`src/rtl/oursring_rbus_bridge.sv`:
```
// Oursring endpoint that turns single-beat AW/W or AR requests into one local
// register-bus access at a time, with address decode and a response timeout.

package oursring_pkg;
  localparam logic [1:0] RESP_OKAY   = 2'b00;
  localparam logic [1:0] RESP_SLVERR = 2'b10;
  localparam logic [1:0] RESP_DECERR = 2'b11;

  typedef struct packed {
    logic [7:0]  awid;
    logic [39:0] awaddr;
  } oursring_req_if_aw_t;

  typedef struct packed {
    logic [63:0] wdata;
    logic [7:0]  wstrb;
    logic        wlast;
  } oursring_req_if_w_t;

  typedef struct packed {
    logic [7:0]  arid;
    logic [39:0] araddr;
  } oursring_req_if_ar_t;

  typedef struct packed {
    logic [7:0] bid;
    logic [1:0] bresp;
  } oursring_resp_if_b_t;

  typedef struct packed {
    logic [7:0]  rid;
    logic [63:0] rdata;
    logic        rlast;
    logic [1:0]  rresp;
  } oursring_resp_if_r_t;
endpackage

module oursring_rbus_bridge
  import oursring_pkg::*;
#(
  parameter logic [39:0] BASE_ADDR = 40'h0,
  parameter logic [39:0] WIN_SIZE  = 40'h1_0000,
  parameter int          RBUS_AW   = 16,
  parameter int          TIMEOUT   = 1023
) (
  input  logic                clk,
  input  logic                rst,
  input  logic                req_awvalid,
  input  oursring_req_if_aw_t req_aw,
  output logic                req_awready,
  input  logic                req_wvalid,
  input  oursring_req_if_w_t  req_w,
  output logic                req_wready,
  input  logic                req_arvalid,
  input  oursring_req_if_ar_t req_ar,
  output logic                req_arready,
  output logic                rsp_bvalid,
  output oursring_resp_if_b_t rsp_b,
  input  logic                rsp_bready,
  output logic                rsp_rvalid,
  output oursring_resp_if_r_t rsp_r,
  input  logic                rsp_rready,
  output logic                rbus_req_valid,
  output logic                rbus_req_we,
  output logic [RBUS_AW-1:0]  rbus_req_addr,
  output logic [63:0]         rbus_req_wdata,
  output logic [7:0]          rbus_req_wstrb,
  input  logic                rbus_req_ready,
  input  logic                rbus_rsp_valid,
  input  logic [63:0]         rbus_rsp_rdata,
  input  logic                rbus_rsp_err
);

  localparam int CNT_W = (TIMEOUT > 1) ? $clog2(TIMEOUT) : 1;
  localparam logic [CNT_W-1:0] CNT_LAST = CNT_W'((TIMEOUT > 0) ? TIMEOUT - 1 : 0);

  typedef enum logic [2:0] {IDLE, ISSUE, WAIT, BRESP, RRESP} state_t;

  state_t              state_q, state_d;
  logic                wr_pri_q;
  logic                we_q;
  logic [7:0]          id_q;
  logic [CNT_W-1:0]    cnt_q;
  logic [RBUS_AW-1:0]  req_addr_q;
  logic [63:0]         req_wdata_q;
  logic [7:0]          req_wstrb_q;
  oursring_resp_if_b_t rsp_b_q;
  oursring_resp_if_r_t rsp_r_q;

  logic        grant_w, grant_r, hit;
  logic        load_rsp, rsp_is_w;
  logic [7:0]  rsp_id;
  logic [1:0]  rsp_resp;
  logic [63:0] rsp_rdata;
  logic        cnt_clr, cnt_inc;
  logic [39:0] grant_addr;

  // Every write is single-beat, so wlast carries no information.
  logic unused_wlast;
  assign unused_wlast = req_w.wlast;

  function automatic logic addr_hit(input logic [39:0] a);
    return (a & ~(WIN_SIZE - 40'd1)) == BASE_ADDR;
  endfunction

  function automatic logic [RBUS_AW-1:0] addr_off(input logic [39:0] a);
    logic [39:0] d;
    d = a - BASE_ADDR;
    return d[RBUS_AW-1:0];
  endfunction

  assign grant_addr = grant_w ? req_aw.awaddr : req_ar.araddr;

  always_comb begin
    state_d   = state_q;
    grant_w   = 1'b0;
    grant_r   = 1'b0;
    hit       = 1'b0;
    load_rsp  = 1'b0;
    rsp_is_w  = we_q;
    rsp_id    = id_q;
    rsp_resp  = RESP_OKAY;
    rsp_rdata = '0;
    cnt_clr   = 1'b0;
    cnt_inc   = 1'b0;
    case (state_q)
      IDLE: begin
        // No grants while reset is held, so readies stay low during reset.
        if (!rst) begin
          grant_w = req_awvalid && req_wvalid && (wr_pri_q || !req_arvalid);
          grant_r = req_arvalid && !grant_w;
          if (grant_w) begin
            hit      = addr_hit(req_aw.awaddr);
            rsp_id   = req_aw.awid;
            rsp_is_w = 1'b1;
          end else if (grant_r) begin
            hit      = addr_hit(req_ar.araddr);
            rsp_id   = req_ar.arid;
            rsp_is_w = 1'b0;
          end
          if (grant_w || grant_r) begin
            if (hit) begin
              state_d = ISSUE;
            end else begin
              load_rsp = 1'b1;
              rsp_resp = RESP_DECERR;
              state_d  = grant_w ? BRESP : RRESP;
            end
          end
        end
      end
      ISSUE: begin
        if (rbus_req_ready) begin
          cnt_clr = 1'b1;
          if (rbus_rsp_valid) begin
            load_rsp  = 1'b1;
            rsp_resp  = rbus_rsp_err ? RESP_SLVERR : RESP_OKAY;
            rsp_rdata = rbus_rsp_rdata;
            state_d   = we_q ? BRESP : RRESP;
          end else begin
            state_d = WAIT;
          end
        end
      end
      WAIT: begin
        cnt_inc = 1'b1;
        if (rbus_rsp_valid) begin
          load_rsp  = 1'b1;
          rsp_resp  = rbus_rsp_err ? RESP_SLVERR : RESP_OKAY;
          rsp_rdata = rbus_rsp_rdata;
          state_d   = we_q ? BRESP : RRESP;
        end else if (TIMEOUT != 0 && cnt_q == CNT_LAST) begin
          load_rsp = 1'b1;
          rsp_resp = RESP_SLVERR;
          state_d  = we_q ? BRESP : RRESP;
        end
      end
      BRESP: if (rsp_bready) state_d = IDLE;
      RRESP: if (rsp_rready) state_d = IDLE;
      default: state_d = IDLE;
    endcase
  end

  always_ff @(posedge clk or posedge rst) begin
    if (rst) begin
      state_q     <= IDLE;
      wr_pri_q    <= 1'b1;
      we_q        <= 1'b0;
      id_q        <= '0;
      cnt_q       <= '0;
      req_addr_q  <= '0;
      req_wdata_q <= '0;
      req_wstrb_q <= '0;
      rsp_b_q     <= '0;
      rsp_r_q     <= '0;
    end else begin
      state_q <= state_d;
      if (grant_w) wr_pri_q <= 1'b0;
      else if (grant_r) wr_pri_q <= 1'b1;
      if ((grant_w || grant_r) && hit) begin
        we_q        <= grant_w;
        id_q        <= rsp_id;
        req_addr_q  <= addr_off(grant_addr);
        req_wdata_q <= grant_w ? req_w.wdata : 64'h0;
        req_wstrb_q <= grant_w ? req_w.wstrb : 8'h00;
      end
      if (cnt_clr) cnt_q <= '0;
      else if (cnt_inc) cnt_q <= cnt_q + CNT_W'(1);
      if (load_rsp) begin
        if (rsp_is_w) rsp_b_q <= '{bid: rsp_id, bresp: rsp_resp};
        else rsp_r_q <= '{rid: rsp_id, rdata: rsp_rdata, rlast: 1'b1, rresp: rsp_resp};
      end
    end
  end

  assign req_awready    = grant_w;
  assign req_wready     = grant_w;
  assign req_arready    = grant_r;
  assign rbus_req_valid = (state_q == ISSUE);
  assign rbus_req_we    = we_q;
  assign rbus_req_addr  = req_addr_q;
  assign rbus_req_wdata = req_wdata_q;
  assign rbus_req_wstrb = req_wstrb_q;
  assign rsp_bvalid     = (state_q == BRESP);
  assign rsp_b          = rsp_b_q;
  assign rsp_rvalid     = (state_q == RRESP);
  assign rsp_r          = rsp_r_q;

endmodule

```
`config.mk`:
```
export PLATFORM = sky130hd
export DESIGN_NAME = oursring_rbus_bridge
export DESIGN_NICKNAME = d
export VERILOG_FILES = /design/src/rtl/oursring_rbus_bridge.sv
export SDC_FILE = /design/constraint.sdc
export NUM_CORES = 1
export LEC_CHECK = 0
export CAP_MARGIN = 10
export CORE_MARGIN = 5
export CORE_UTILIZATION = 30
export DETAILED_ROUTE_END_ITERATION = 8
export SKIP_CTS_REPAIR_TIMING = 1
export SLEW_MARGIN = 40
export SYNTH_ARGS = -nofsm -noshare
export SYNTH_HDL_FRONTEND = slang
export SYNTH_SLANG_ARGS = --single-unit
export TNS_END_PERCENT = 1
```
`constraint.sdc`:
```
create_clock -name clk -period 18.3 [get_ports clk]
set_clock_uncertainty 0.2 [all_clocks]
set_input_delay 3.66 -clock clk [delete_from_list [all_inputs] [get_ports clk]]
set_output_delay 3.66 -clock clk [all_outputs]
set_load 0.05 [all_outputs]
```
# Yosys cells after proc, flatten, opt, wreduce, memory -nomap -nowiden
# Cells that the tools add are included.
[totals]
register_bits = 196
in_bits = 243
output_inout_bits = 180
elab_cells = 104
[op_classes]
n_addsub = 1
n_eq_ne = 11
n_mux = 60
bitwise_logic = 1
n_reduce_logical = 17
[op_table]
columns = ["cell", "n"]
rows = [
  ["64-bit 2-to-1 mux", 3],
  ["64-bit one-hot mux with 2 select lines", 1],
  ["40-bit logical NOT", 2],
  ["8-bit 2-to-1 mux", 5],
  ["3-bit 2-to-1 mux", 11],
  ["1-bit 2-to-1 mux", 26],
  ["10-bit 2-to-1 mux", 2],
  ["16-bit 2-to-1 mux", 1],
  ["2-bit 2-to-1 mux", 8],
  ["3-bit one-hot mux with 5 select lines", 1],
  ["10-bit by 1-bit adder with 10-bit output, second input constant", 1],
  ["10-bit == test, second input constant", 1],
  ["3-bit by 2-bit == test with 1-bit output, second input constant", 2],
  ["2-bit by 1-bit != test with 1-bit output, second input constant", 3],
  ["2-bit one-hot mux with 3 select lines", 1],
  ["6-bit AND reduction", 1],
  ["1-bit logical AND", 4],
  ["2-bit != test, second input constant", 2],
  ["2-bit AND reduction", 2],
  ["2-bit nonzero test", 2],
  ["3-bit by 1-bit == test with 1-bit output, second input constant", 1],
  ["3-bit == test, second input constant", 1],
  ["3-bit logical NOT", 1],
  ["1-bit logical OR", 3],
  ["4 further kinds", 5],
]

# Longest topological paths before layout
# Gate-level depths: netlist of the first run.
[depth]
depth_word = 14
mapped_depth = 9
depth_no_buf = 7

# Worst setup path after synthesis of the first run
# OpenSTA, ideal clock, no wires.
[synth_path]
path_kind = "input -> output"
startpoint = "input port rst"
endpoint = "output port req_wready"
t_arrival_ns = 5.165
t_required_ns = 14.440
path_slack_ns = 9.275
stages = 5
cell_sequence = "nor4_2 -> nand4_1 -> clkinv_1 -> buf_1 -> buf_4"
[synth_via]
elab_chain_cells = 2
[synth_rtl]
columns = ["element", "line_no", "rtl"]
rows = [
  ["from (decl)", "47", "input logic rst,"],
  ["1-bit 2-to-1 mux", "129", "if (!rst) begin"],
  ["1-bit 2-to-1 mux", "126", "case (state_q)"],
  ["to (decl)", "53", "output logic req_wready,"],
]
# No other way between the ends.

# Worst setup path in the final report of the first run
# Ends and elaborated chain as after synthesis.

==> flow_summary.yaml, run 1 <==
min_path:
  hold_path_class: "reg -> reg"
  worst_hold_path.num_cells: 1
synthesis:
  synth_edf_count: 0
  synth_cell_types: 54
  synth.top_cell.area_share_pct: 57.8
  synth_nets: 983
  synth_area_mm2: 0.00845
  yosys_most_used_dff: "dfrtp_1"
  ys_ff_latch: 196
  avgSynthCellArea_um2: 11.4
  yosys.area.top_type: "dfrtp_1"
  synthCells: 738
  async_flop_share_pct: 100
  yosys_warnings: 0
  seq_area_frac_synth_pct: 58.1
  yosys-top-cells-area: "dfrtp_1 (58%), mux2i_1 (7.7%), a22o_1 (7.7%), nand2_1 (6.0%), mux2_2 (5.5%)"
grt:
  antenna_found_initial: 1
  grt_pass1_wl_mm: 43.0
  grt_overflow_total: 0
  grt_pass1_vias: 7536
  grt_max_degree: 127
  grt_use_total_pct: 17.5
worst_setup_path:
  cpLargestDelayFamily: "buffers and inverters"
  cp-start-kind: "input port"
  critical_path_peak_fanout: 21
  path_buf_inv: 5
  cp_num_cells: 7
  cp.required_ns: 14.44
  worstPathCellList: "clkdlybuf4s50_1, nor4_2, nand4_1, buf_4, clkinv_1, buf_4, clkdlybuf4s50_1"
  endpoint_kind: "output pin"
  max_stage_delay_ns: 0.74
  r2r_cells: 7
  path_class: "in -> out"
  critPathSlowestCell: "clkdlybuf4s50_1"
  arrival_ns: 6.50
run_status:
  status: "finished, final reports clean"
layout:
  drive_gt1_share_pct: 8.21
  final_nets: 1389
  multi_input_area_mm2: 0.00305
  fin_area_mm2: 0.0136
  area_delta_synth_final_pct: 60.9
  utilization_pct: 48.9
  regArea_mm2: 0.00491
  diodes: 0
  fillCellCount: 2595
sta:
  setup_viol: 0
  tightest_slew_ns: 0.826
  finalWorstSetupSlack_ns: 7.94
  hold_ws_ns: 0.275
  finalHoldViolations: 0
  rsz0062_at_grt: "no"
  relSlewSlack_pct: 44.9
  period_needed_ns: 10.36
  drv_slew: 0
  fmax_mhz: 96.5
  setup_tns_ns: 0
  finalCritPeriodShare_pct: 56.6
floorplanning:
  start_util_pct: 30.4
  die_w_um: 178
  core.rowCount: 61
  dieArea_mm2: 0.0316
  io_pins: 423
  die_h_um: 178
  core_mm2: 0.0278
route:
  viasPerCell: 4.55
  drtAntennaViolNets: 0
  avgRoutedWirePerCell_um: 18.3
  drc_errors: 0
  vias: 6980
  dr.first_iter.drc_count: 293
  drt_first_pass_iters: 4
  drt_wl_total_mm: 28.0
clock_network:
  cts_tree: "built"
  htreeDepth: 4
  clk_pin_slew_ns: 0.07
  cts_sinks: 196
  cts_root_buf: "clkbuf_16"
  clkLatencyLatePin_ns: 0.43
  clockBufferDepth: 2
  cts_buffers: 17
placed_design:
  numPortBuffers: 421
  routabilityCongestion: 0.778
  placed_area_mm2: 0.0130
  hpwl_mm: 20.7
  pre_cts_ws_ns: 7.86
pwr:
  power.density_mw_per_mm2: 110
  vdd_ir_drop_max_mv: 0.0617
  leakagePower_nw: 5.85
job:
  drv_cap: 0
[cell usage in the layout (no fill, tap or decap), drive strengths merged, types with 3 or more instances in the layout]
cell,n
mux2,41
nand4,5
dfrtp,195
clkdlybuf4s50,421
a21oi,6
a22oi,6
inv,79
nor2,13
and3,3
a21o,5
or3,6
xor2,4
o21ai,10
a22o,74
clkbuf,18
nand2,135
and2,4
nand2b,3
nand3,6
mux2i,65
buf,10
o211ai,3
clkinv,6
nor4,12
[registers in the layout (all words and copies together), names as in the netlist, 3 cells and up]
register / cells
cnt_q: 10
id_q: 8
rbus_req_addr: 16
rbus_req_wdata: 64
rbus_req_wstrb: 8
rsp_b: 10
rsp_r: 75
state_q: 3
[logic make-up (layout without fill, tap and decap cells)]
family	after synthesis	after routing	share of synthesized area, %
flops	196	196	58.1
fa+ha+maj	2	2	0.296
buf+inv	115	534	6.24
simple gates	197	197	10.4
xor+xnor	6	6	0.622
mux	106	106	13.2
compound gates	116	116	11.2
[per-layer routing]
metal / vias up / routed length (µm) / track usage [%]
met1: 3343 / 11500 / 21.5
met3: 34 / 2740 / 7.18
li1: 3324 / - / -
met4: 2 / 515 / 4.74
met2: 277 / 13200 / 28.4
met5: - / 19 / 0
[through the flow]
step                std cells  power [mW]
global route             1535        1.58
global placement         1500        1.14
CTS                      1535        1.52
detailed placement       1503        1.15
finish                   1535        1.50
floorplan                 738       0.909
[worst reg2reg max path, delay by kind of cell, from the launching register on]
family          cells  cell delay (ns)
buf+inv             3             1.11
flops               1             0.54
simple gates        3             1.23
compound gates      1             0.24
[cells in the mapped netlist, types with 4 or more instances]
cell type	count
mux2i_1	65
nand2_1	135
and2_1	4
nand4_1	5
clkbuf_1	14
o21ai_0	8
or3_1	6
inv_1	69
buf_4	6
a22o_1	74
buf_2	16
buf_6	7
dfrtp_1	195
mux2_2	41
a21oi_1	6
nor2_1	13
nand3_1	6
xor2_1	4
a22oi_1	6
nor4_1	11
a21o_1	5
[final timing paths]
check                                        from                              to  slack (ns)
min reg2reg                  rsp_r[2]$_DFFE_PP0P_            rsp_r[2]$_DFFE_PP0P_        0.28
min in group asynchronous                     rst          state_q[1]$_DFFE_PP0P_        3.64
min                          rsp_r[2]$_DFFE_PP0P_            rsp_r[2]$_DFFE_PP0P_        0.28
max reg2reg                state_q[2]$_DFFE_PP0P_  rbus_req_wdata[28]$_DFFE_PP0P_       14.92
max                                           rst                      req_wready        7.94
max in group asynchronous                     rst           rsp_r[21]$_DFFE_PP0P_       13.14
[final cells by class]
| cell class | instances | share of cell area (%) |
|---|---|---|
| Clock inverter | 14 | 0.994 |
| Clock buffer | 18 | 3.16 |
| Timing Repair Buffer | 431 | 31.8 |
| Tap cell | 378 | 3.48 |
| Sequential cell | 196 | 36.1 |
| Inverter | 71 | 2.05 |
| Multi-Input combinational cell | 427 | 22.4 |
[power by group]
| part | internal [mW] | leakage [nW] | switching (mW) | total, mW |
|---|---|---|---|---|
| Clock | 0.182 | 0.282 | 0.186 | 0.368 |
| Combinational | 0.224 | 2.89 | 0.358 | 0.582 |
| Sequential | 0.501 | 2.68 | 0.0473 | 0.548 |
| Total | 0.907 | 5.85 | 0.591 | 1.50 |
Power figures use the tool's default switching activity.
==> run 2: changes to the inputs <==
==> constraint.sdc (replaced) <==
create_clock -name clk -period 9.94 [get_ports clk]
set_clock_uncertainty 0.2 [all_clocks]
set_input_delay 1.988 -clock clk [delete_from_list [all_inputs] [get_ports clk]]
set_output_delay 1.988 -clock clk [all_outputs]
set_load 0.05 [all_outputs]
==> flow_summary.yaml, run 2 (same netlist as run 1, synthesis figures left out) <==
run_status:
  status: "finished, final reports clean"
layout:
  mostFrequentLayoutCells: "clkdlybuf4s50_1 (421), dfrtp_1 (195), nand2_1 (135), a22o_1 (74), inv_1 (68)"
  fin_area_mm2: 0.0136
  final_common_cell: "clkdlybuf4s50_1"
  drive_gt1_share_pct: 8.14
  diodes: 0
  largest_reg_flops: 75
  multi_input_area_mm2: 0.00304
  final_nets: 1387
  area_delta_synth_final_pct: 61.1
  regArea_mm2: 0.00491
  fillCellCount: 2625
clock_network:
  htreeDepth: 4
  clk_pin_slew_ns: 0.08
  cts_buffers: 17
  cts_tree: "built"
  clockBufferDepth: 2
  clkLatencyLatePin_ns: 0.43
  cts_root_buf: "clkbuf_16"
  cts_sinks: 196
route:
  viasPerCell: 4.58
  drt_first_pass_iters: 5
  vias: 7022
  drtAntennaViolNets: 0
  dr.first_iter.drc_count: 286
  drc_errors: 0
  avgRoutedWirePerCell_um: 18.5
  drt_wl_total_mm: 28.3
worst_setup_path:
  r2r_cells: 8
  r2r_slack_ns: 6.40
  cp-start-kind: "input port"
  r2r-start: "state_q[2]$_DFFE_PP0P_"
  endpoint_kind: "output pin"
  arrival_ns: 4.70
  setup.worst_path.start: "rst"
  worstReg2RegEnd: "rbus_req_wstrb[7]$_DFFE_PP0P_"
  cp.required_ns: 7.75
  critical_path_peak_fanout: 21
  path_class: "in -> out"
  endpoint: "req_awready"
pwr:
  pwr-share-seq_pct: 36.3
  power_mw: 2.78
  pwr-share-clk_pct: 25.3
  leakagePower_nw: 5.85
  internal_power_mw: 1.67
  p_sw_mw: 1.11
  vdd_ir_drop_max_mv: 0.111
  pwr-share-comb_pct: 38.4
  p_sw_share_pct: 39.8
  power.density_mw_per_mm2: 204
floorplanning:
  io_pins: 423
  die_h_um: 178
  dieArea_mm2: 0.0316
  start_util_pct: 30.4
  die_w_um: 178
  core_mm2: 0.0278
  core.rowCount: 61
sta:
  setup_viol: 0
  drv_slew: 0
  finalWorstSetupSlack_ns: 3.06
  rsz0062_at_grt: "no"
  tightest_slew_ns: 0.822
  finalCritPeriodShare_pct: 69.3
  period_needed_ns: 6.88
  setup_tns_ns: 0
  finalHoldViolations: 0
  relSlewSlack_pct: 45.2
  fmax_mhz: 145
job:
  drv_cap: 0
min_path:
  hold_path_class: "reg -> reg"
grt:
  grt_use_total_pct: 17.3
  grt_overflow_total: 0
  grt_max_degree: 139
  antenna_found_initial: 0
  grt_pass1_vias: 7366
  grt_pass1_wl_mm: 42.7
placed_design:
  hpwl_mm: 20.8
  pre_cts_ws_ns: 3.00
  routabilityCongestion: 0.766
  placed_area_mm2: 0.0130
  numPortBuffers: 421
## run 2: worst min path at each step
| stage | from | end | slack (ns) | cells past startpoint |
|---|---|---|---|---|
| after detailed placement | rsp_r[2]$_DFFE_PP0P_ | rsp_r[2]$_DFFE_PP0P_ | 0.25 | 1 |
| after floorplan | id_q[4]$_DFFE_PP0P_ | id_q[4]$_DFFE_PP0P_ | 0.28 | 1 |
| final | rsp_r[2]$_DFFE_PP0P_ | rsp_r[2]$_DFFE_PP0P_ | 0.27 | 1 |
| after CTS | rsp_r[2]$_DFFE_PP0P_ | rsp_r[2]$_DFFE_PP0P_ | 0.27 | 1 |
| after global placement | rsp_r[2]$_DFFE_PP0P_ | rsp_r[2]$_DFFE_PP0P_ | 0.25 | 1 |
| after global routing | rsp_r[2]$_DFFE_PP0P_ | rsp_r[2]$_DFFE_PP0P_ | 0.29 | 1 |
## run 2: routing by layer
layer  vias to the layer above  part of all wire (%)  GRT usage (%)
met1                      3366                    39           20.1
met3                        31                    10           6.86
li1                       3333                     -              -
met2                       292                    48           29.6
met4                         0                   2.0           5.32
met5                         -                     0              0
## run 2: layout make-up
cell class                      instances  share of cell area [%]
Sequential cell                       196                    36.0
Timing Repair Buffer                  429                    31.6
Multi-Input combinational cell        427                    22.3
Tap cell                              378                    3.47
Clock buffer                           17                    3.13
Inverter                               71                    2.05
Clock inverter                         15                    1.33
## run 2: per-stage QoR
stage	hold WS [ns]	instances	util [%]
global placement	0.252	1500	46.6
detailed placement	0.253	1501	46.8
CTS	0.273	1533	49.0
global route	0.286	1533	49.0
finish	0.270	1533	49.0
floorplan	0.280	738	-
## run 2: power groups by stage
stage | sequential [mW] | clock [mW] | combinational, mW
after CTS | 1.01 | 0.731 | 1.09
after global placement | 1.02 | 0 | 1.07
after global routing | 1.03 | 0.758 | 1.13
after floorplan | 1.36 | 0 | 0.316
after detailed placement | 1.02 | 0 | 1.08
final | 1.01 | 0.703 | 1.07
## run 2: critical path, cell delays in order
cell and delay [ns]:
clkdlybuf4s50_1 0.61, nor4_2 0.33, nand4_1 0.13, buf_4 0.23, clkinv_1 0.21, buf_4 0.31, clkdlybuf4s50_1 0.86
==> run 3: changes to the inputs <==
==> constraint.sdc (replaced) <==
create_clock -name clk -period 6.85 [get_ports clk]
set_clock_uncertainty 0.2 [all_clocks]
set_input_delay 1.37 -clock clk [delete_from_list [all_inputs] [get_ports clk]]
set_output_delay 1.37 -clock clk [all_outputs]
set_load 0.05 [all_outputs]
==> flow_summary.yaml, run 3 (same netlist as run 1, synthesis figures left out) <==
clock_network:
  htreeDepth: 4
  clk_pin_slew_ns: 0.07
  clockBufferDepth: 2
  cts_sinks: 196
  clkLatencyLatePin_ns: 0.43
  cts_tree: "built"
  cts_buffers: 17
  cts_root_buf: "clkbuf_16"
worst_setup_path:
  critPathSlowestCell: "clkdlybuf4s50_1"
  cp.required_ns: 5.28
  path_buf_inv: 3
  critical_path_peak_fanout: 10
  cp_num_cells: 5
  r2r_slack_ns: 3.49
  worstPathCellList: "clkdlybuf4s50_1, nor4_2, nand3_1, inv_2, clkdlybuf4s50_1"
  worstReg2RegEnd: "rbus_req_wdata[47]$_DFFE_PP0P_"
  cp-start-kind: "input port"
  max_stage_delay_ns: 0.88
  endpoint_kind: "output pin"
  path_class: "in -> out"
  setup.worst_path.start: "rst"
  cpMostUsedCell: "clkdlybuf4s50_1"
  arrival_ns: 3.63
  endpoint: "req_arready"
  cpLargestDelayFamily: "buffers and inverters"
  r2r_cells: 7
  r2r-start: "state_q[2]$_DFFE_PP0P_"
sta:
  drv_slew: 0
  fmax_mhz: 192
  setup_viol: 0
  finalCritPeriodShare_pct: 75.9
  period_needed_ns: 5.20
  rsz0062_at_grt: "no"
  finalWorstSetupSlack_ns: 1.65
  relSlewSlack_pct: 46.4
  finalHoldViolations: 0
  setup_tns_ns: 0
  tightest_slew_ns: 0.804
layout:
  final_common_cell: "clkdlybuf4s50_1"
  diodes: 0
  largest_reg_flops: 75
  mostFrequentLayoutCells: "clkdlybuf4s50_1 (419), dfrtp_1 (195), nand2_1 (135), a22o_1 (74), inv_1 (68)"
  utilization_pct: 49.0
  final_nets: 1391
  area_delta_synth_final_pct: 61.0
  drive_gt1_share_pct: 8.63
  fin_area_mm2: 0.0136
grt:
  gr-usage-met1_pct: 20.2
  grt_overflow_total: 0
  grt_use_total_pct: 17.1
  grt_max_degree: 68
  grt_pass1_vias: 7420
  antenna_found_initial: 0
  top_usage_layer: "met2"
  grt_pass1_wl_mm: 42.2
  gr-usage-met3_pct: 7.39
  met2_usage_pct: 28.6
floorplanning:
  die_h_um: 178
  core.rowCount: 61
  start_util_pct: 30.4
  io_pins: 423
  die_w_um: 178
  dieArea_mm2: 0.0316
  core_mm2: 0.0278
placed_design:
  routabilityCongestion: 0.780
  hpwl_mm: 20.8
  numPortBuffers: 421
  pre_cts_ws_ns: 1.66
  placed_area_mm2: 0.0130
route:
  vias: 7033
  drc_errors: 0
  avgRoutedWirePerCell_um: 18.2
  drt_first_pass_iters: 5
  dr.first_iter.drc_count: 308
  drt_wl_total_mm: 27.9
  drtAntennaViolNets: 0
  viasPerCell: 4.58
pwr:
  leakagePower_nw: 5.86
  power.density_mw_per_mm2: 296
  vdd_ir_drop_max_mv: 0.166
min_path:
  hold_path_class: "reg -> reg"
run_status:
  status: "finished, final reports clean"
job:
  drv_cap: 0
==> run 3: changes by cell type in the layout (fill, tap and decap cells not counted), sizes merged <==
| cell | delta |
|---|---|
| buf | +6 |
| clkbuf | +2 |
| clkdlybuf4s50 | -2 |
| clkinv | -4 |
| clkinvlp | +1 |
| inv | +1 |
==> run 3: power by group <==
group | switching (mW) | leakage (nW) | total, mW | internal (mW)
combinational | 0.958 | 2.90 | 1.55 | 0.590
sequential | 0.125 | 2.68 | 1.46 | 1.34
clock | 0.507 | 0.290 | 1.02 | 0.508
==> run 3: worst min path at each step <==
stage | startpoint | endpoint | slack [ns] | cells after the start
after global routing | rsp_r[2]$_DFFE_PP0P_ | rsp_r[2]$_DFFE_PP0P_ | 0.29 | 1
after CTS | rsp_r[2]$_DFFE_PP0P_ | rsp_r[2]$_DFFE_PP0P_ | 0.28 | 1
after floorplan | id_q[4]$_DFFE_PP0P_ | id_q[4]$_DFFE_PP0P_ | 0.28 | 1
final | rsp_r[2]$_DFFE_PP0P_ | rsp_r[2]$_DFFE_PP0P_ | 0.28 | 1
after detailed placement | rsp_r[2]$_DFFE_PP0P_ | rsp_r[2]$_DFFE_PP0P_ | 0.27 | 1
after global placement | rsp_r[2]$_DFFE_PP0P_ | rsp_r[2]$_DFFE_PP0P_ | 0.25 | 1
==> run 3: per-stage QoR <==
stage	instances	hold WS, ns	power (mW)
floorplan	738	0.280	2.43
global placement	1503	0.251	3.03
detailed placement	1504	0.266	3.05
CTS	1536	0.284	4.09
global route	1537	0.293	4.23
finish	1537	0.279	4.03
==> run 3: metal layers <==
| layer | vias to the layer above | share of wire, % |
|---|---|---|
| met5 | - | 0 |
| met4 | 0 | 1.7 |
| met3 | 24 | 10 |
| met2 | 276 | 49 |
| met1 | 3400 | 39 |
| li1 | 3333 | - |
==> run 3: layout make-up <==
type / instances / area, µm²
fill: 2633 / 14200
timing repair buffer: 433 / 4330
tap: 378 / 473
inverter: 71 / 270
sequential: 196 / 4910
clock inverter: 13 / 136
multi-input combinational: 427 / 3040
clock buffer: 19 / 453
